`config.mk`:
```
export PLATFORM = sky130hd
export DESIGN_NAME = iomem_timer
export DESIGN_NICKNAME = d
export VERILOG_FILES = /design/src/rtl/iomem_timer.sv
export SDC_FILE = /design/constraint.sdc
export NUM_CORES = 1
export LEC_CHECK = 0
export CAP_MARGIN = 20
export CORE_MARGIN = 8
export CORE_UTILIZATION = 59
export DETAILED_ROUTE_END_ITERATION = 6
export PLACE_DENSITY_LB_ADDON = 0.05
export SYNTH_ARGS = -nofsm -noshare
export SYNTH_HDL_FRONTEND = slang
export SYNTH_SLANG_ARGS = --single-unit
```
`constraint.sdc`:
```
create_clock -name clk -period 4.1 [get_ports clk]
set_input_delay 0.82 -clock clk [delete_from_list [all_inputs] [get_ports clk]]
set_output_delay 0.82 -clock clk [all_outputs]
set_load 0.02 [all_outputs]
```
`src/rtl/iomem_timer.sv`:
```
// iomem_timer: prescaled 32-bit down-counting timer slave on the picosoc iomem bus.
module iomem_timer #(
  parameter logic [7:0] ADDR_BASE = 8'h04,
  parameter int         PRESC_W   = 16
) (
  input  logic        clk,
  input  logic        reset,
  input  logic        iomem_valid,
  output logic        iomem_ready,
  input  logic [3:0]  iomem_wstrb,
  input  logic [31:0] iomem_addr,
  input  logic [31:0] iomem_wdata,
  output logic [31:0] iomem_rdata,
  output logic        irq
);
  logic ready_q, ready_d, irq_q, irq_d, pend_q, pend_d;
  logic [2:0] ctrl_q, ctrl_d;
  logic [PRESC_W-1:0] presc_q, presc_d, pcnt_q, pcnt_d;
  logic [31:0] load_q, load_d, count_q, count_d, rdata_q, rdata_d;
  logic hit, wr, tick, expire, ctrl_wr, presc_wr, load_wr, clr;
  logic [2:0] sel;
  logic [31:0] wmask, rd_val;
  assign wmask = {{8{iomem_wstrb[3]}}, {8{iomem_wstrb[2]}}, {8{iomem_wstrb[1]}}, {8{iomem_wstrb[0]}}};
  always_comb begin
    sel = iomem_addr[4:2];
    hit = iomem_valid & ~ready_q & (iomem_addr[31:24] == ADDR_BASE);
    wr = hit & (|iomem_wstrb);
    ctrl_wr = wr & (sel == 3'd0) & iomem_wstrb[0];
    presc_wr = wr & (sel == 3'd1);
    load_wr = wr & (sel == 3'd2);
    clr = wr & (sel == 3'd3) & iomem_wstrb[0] & iomem_wdata[0];
    tick = ctrl_q[0] & (pcnt_q == presc_q);
    // a LOAD write swallows a coincident tick, so it can neither expire nor decrement
    expire = tick & ~load_wr & (count_q == 32'd0);
    rd_val = sel == 3'd0 ? {29'd0, ctrl_q} :
             sel == 3'd1 ? 32'(presc_q) :
             sel == 3'd2 ? load_q :
             sel == 3'd3 ? {31'd0, pend_q} :
             sel == 3'd4 ? count_q : 32'd0;
    ready_d = hit;
    rdata_d = hit ? rd_val : rdata_q;
    irq_d = pend_q & ctrl_q[2];
    pend_d = expire | (pend_q & ~clr);
    ctrl_d = ctrl_wr ? iomem_wdata[2:0] : {ctrl_q[2:1], ctrl_q[0] & ~(expire & ~ctrl_q[1])};
    presc_d = presc_wr ? PRESC_W'((iomem_wdata & wmask) | (32'(presc_q) & ~wmask)) : presc_q;
    load_d = load_wr ? (iomem_wdata & wmask) | (load_q & ~wmask) : load_q;
    count_d = load_wr ? load_d :
              ~tick ? count_q :
              count_q != 32'd0 ? count_q - 32'd1 :
              ctrl_q[1] ? load_q : count_q;
    pcnt_d = (~ctrl_q[0] | tick | presc_wr | load_wr) ? '0 : pcnt_q + 1'b1;
  end
  always_ff @(posedge clk) begin
    if (reset) begin
      ready_q <= 1'b0;
      irq_q <= 1'b0;
      pend_q <= 1'b0;
      ctrl_q <= '0;
      presc_q <= '0;
      pcnt_q <= '0;
      load_q <= '0;
      count_q <= '0;
      rdata_q <= '0;
    end else begin
      ready_q <= ready_d;
      irq_q <= irq_d;
      pend_q <= pend_d;
      ctrl_q <= ctrl_d;
      presc_q <= presc_d;
      pcnt_q <= pcnt_d;
      load_q <= load_d;
      count_q <= count_d;
      rdata_q <= rdata_d;
    end
  end
  assign iomem_ready = ready_q;
  assign iomem_rdata = rdata_q;
  assign irq = irq_q;
endmodule
```
==> results.md <==
- Arrival time worst endpoint: around 3.6 ns
- Status: finished clean
- # DRC: 0
- Crit path max fanout: 11
- Clock Path Buffers: 2
- Final net count: 1033
- Crit end category: flip-flop
- Post-route design area: around 8500 um2
- CTS tree: done
- First-pass GRT wire length: roughly 36000 um
- Post-DRT Antenna Nets: 0
- Via count: roughly 7200
- CTS Buf Count: 17
- Initial DRC Count: between 800 and 900
- Grt total ovfl: 0
- Clock root cell: clkbuf_16
- Post-synthesis net count: 965
- Finished Core Util: ~74%
- Worst hold path class: reg2reg
- Xor/xnor share of the synthesized area: about 3.9%
- Critical path launch point type: primary input
- Vias in the first global route: ~7100
- Final worst path period need: between 3 and 4 ns
- Synth Register Bits: 134
- Worst Reg-to-Reg Cells: 8
- Critical path, cell by cell: clkdlybuf4s50_1 -> nor4b_1 -> nand3_1 -> nor2_1 -> nand2_1 -> o22a_1 -> o21ai_0 -> a211oi_1
- Chip width: about 120 um
- Vias/cell: ~6.5
- Skew-Pair Late Insertion Delay: roughly 0.43 ns
- Post CTS Setup Buffer Count: 0
- Die Area: about 15000 um2
- Final Hold Viols: 0
- Ys Warns: 0
- Slew Limit Headroom: a little under half
- Pwr Density: ~370 nW/um2
- Die Y: 124 um
- WL final: between 20000 and 25000 um
- Placed wire-length estimate: approximately 16000 um
- Reg-to-reg slack, setup: roughly 1.0 ns
- Cell area after synthesis: between 6000 and 7000 um2
- Initial Util: between 60% and 70%
- GR Util All Layers: between 20 and 30%
- Worst-margin pin slew: roughly 0.79 ns
- Reg-to-Reg End: count_q[26]
- I/O Buffers: 83
- Setup WS pre-CTS: between 0.3 and 0.4 ns
- Crit-path max cell delay: roughly 0.63 ns
- Ant. Diodes: 0
- Lkg Pwr: slightly above 3 nW
- Setup repair after global routing missed its margin: no
- Fraction of registers with async set/reset: 0%
- Setup Skew: about 0.0062 ns
- CTS sink count: roughly 130
- Initial antenna violation count: 0
- Hold Path Origin: load_q[28]
- WL/cell: 20.2 um
- Final slew viol count: 0
- Avg Cell Area, Syn: between 7 and 8 um2
- Synth Instances: between 800 and 900
- Simple-gate share of the synthesized area: 27.4%
- Post-synth EDFFs: 0
- Max cap viols: 0
- Htree depth: 4
- Routability-driven placement congestion ratio: between 0.9 and 1
- CP Class: in2reg
- Largest family of logic cells by synthesized area: simple AND/OR/NAND/NOR gates
- Top_reg_cell synth: dfxtp_1
- Layout area overhead: 22.5%
- Period utilization: approximately four fifths
- Crit path max-delay cell type: nor2_1
- # setup viols final: 0
- Pin count of the biggest net entering global routing: 54
- Placeable Area: ~11000 um2
- Maximum vdd drop: about 0.37 mV
- Setup TNS: 0 ns
- Clock-pin transition on the worst setup and hold timing paths: around 0.06 ns
- Complex-gate fraction of the synthesized area: 23.4%
- Netlist cell types: between 60 and 70
- Fmax: 0.299 GHz
- Post-CTS Hold Fix Bufs: 0
- CP required: roughly 4.4 ns
- Layout cells sized above 1: 8.24%
- Top-Level Pins: 105
- Resized cells post-CTS: 0
- Multiplexer area fraction after synthesis: about 1.3%
- Portion of the post-synthesis area used by sequential elements: 38.8%
- Hold worst-path end: load_q[28]
- Placed Area: slightly below 8000 um2
- R2r startpoint: count_q[0]
- Drt first pass iters: 5
- Hold Path Stages: 2
- Adder-Cell Fraction of Synth Area: less than 1%
- Final worst setup slack: between 0.7 and 0.8 ns
- Num rows: 39
-- layout by cell type, fill, tap and decap left out, types with 11 or more instances in the layout --
cell type        synthesis  final
a211oi_1                18     18
a21oi_1                 99     99
a221oi_1                16     16
a22o_1                  13     13
a22oi_1                 19     19
and3_1                  14     14
buf_4                    2     26
clkbuf_16                0     17
clkdlybuf4s50_1          0     82
dfxtp_1                134    134
inv_1                   11     11
nand2_1                138    138
nand3_1                 19     19
nor2_1                  93     93
nor3_1                  57     57
o21ai_0                 30     30
xor2_1                  26     26
-- area by class of cell --
type	instances	area [um2]
inverters	12	45.0
multi-input cells	686	3920
flip-flops and latches	134	2680
clock buffers	18	439
clock inverters	13	195
fillers	894	2940
repair buffers	108	1020
well taps	143	179
-- Yosys cell counts (5+ instances only) --
cell type / number / area, um2
xor2_1: 26 / 228
a22o_1: 13 / 114
nand2_1: 138 / 518
xnor2_1: 5 / 43.8
nor4_1: 8 / 50.1
mux2i_1: 7 / 70.1
o21ai_0: 30 / 150
and3_1: 14 / 87.6
nand2b_1: 6 / 37.5
a31oi_1: 5 / 31.3
nor3_1: 57 / 285
nor2_1: 93 / 349
clkbuf_1: 40 / 150
buf_2: 9 / 45.0
inv_1: 11 / 41.3
nand4_1: 9 / 56.3
a22oi_1: 19 / 143
o221ai_1: 5 / 43.8
dfxtp_1: 134 / 2680
a211oi_1: 18 / 135
a221oi_1: 16 / 140
or3_1: 9 / 56.3
nand3_1: 19 / 95.1
a21oi_1: 99 / 495
-- metrics by stage --
stage                     total power, W  hold WS, ns  instances
final                            0.00310        0.474       1114
after detailed placement         0.00147        0.463       1083
after global placement           0.00147        0.454       1083
after global routing             0.00317        0.487       1114
after CTS                        0.00310        0.472       1114
after floorplan                  0.00139        0.421        891
-- how the worst max path moves through the flow --
| stage | startpoint | end | cells past startpoint | slack (ns) |
|---|---|---|---|---|
| after CTS | iomem_addr[27] | count_q[10] | 8 | 0.81 |
| after detailed placement | iomem_addr[27] | count_q[10] | 8 | 0.35 |
| after global placement | iomem_wstrb[0] | count_q[17] | 9 | 0.52 |
| after floorplan | iomem_addr[3] | pcnt_q[10] | 9 | 1.53 |
| final | iomem_addr[27] | count_q[10] | 8 | 0.76 |
| after global routing | iomem_valid | count_q[10] | 8 | 0.55 |
-- routing by layer --
layer / vias to the layer above / global-route usage [%] / part of all wire (%)
met5: - / 0 / 0
met1: 3379 / 31.8 / 39
met3: 78 / 7.66 / 8.3
li1: 3355 / - / -
met2: 393 / 47.5 / 48
met4: 0 / 15.8 / 4.4
-- worst max-delay path, delay by kind of cell --
family,cells,cell delay [ns]
AND/OR/NAND/NOR,4,1.93
AO/OA/AOI/OAI,3,0.46
buffers and inverters,1,0.40
-- power breakdown --
group | total, W | switching (W) | internal, W | leakage (nW)
combinational | 0.000145 | 0.0000821 | 0.0000624 | 1.67
sequential | 0.00130 | 0.000000390 | 0.00130 | 1.08
clock | 0.00165 | 0.000612 | 0.00104 | 0.312
-- kinds of logic (layout without fill, tap and decap cells) --
| family | count (synthesis) | after routing |
|---|---|---|
| buf+inv | 71 | 151 |
| compound gates | 249 | 249 |
| fa+ha+maj | 3 | 3 |
| mux | 8 | 8 |
| simple gates | 395 | 395 |
| xor+xnor | 31 | 31 |
| flops | 134 | 134 |
No activity file was read; power rests on OpenSTA's default activity.
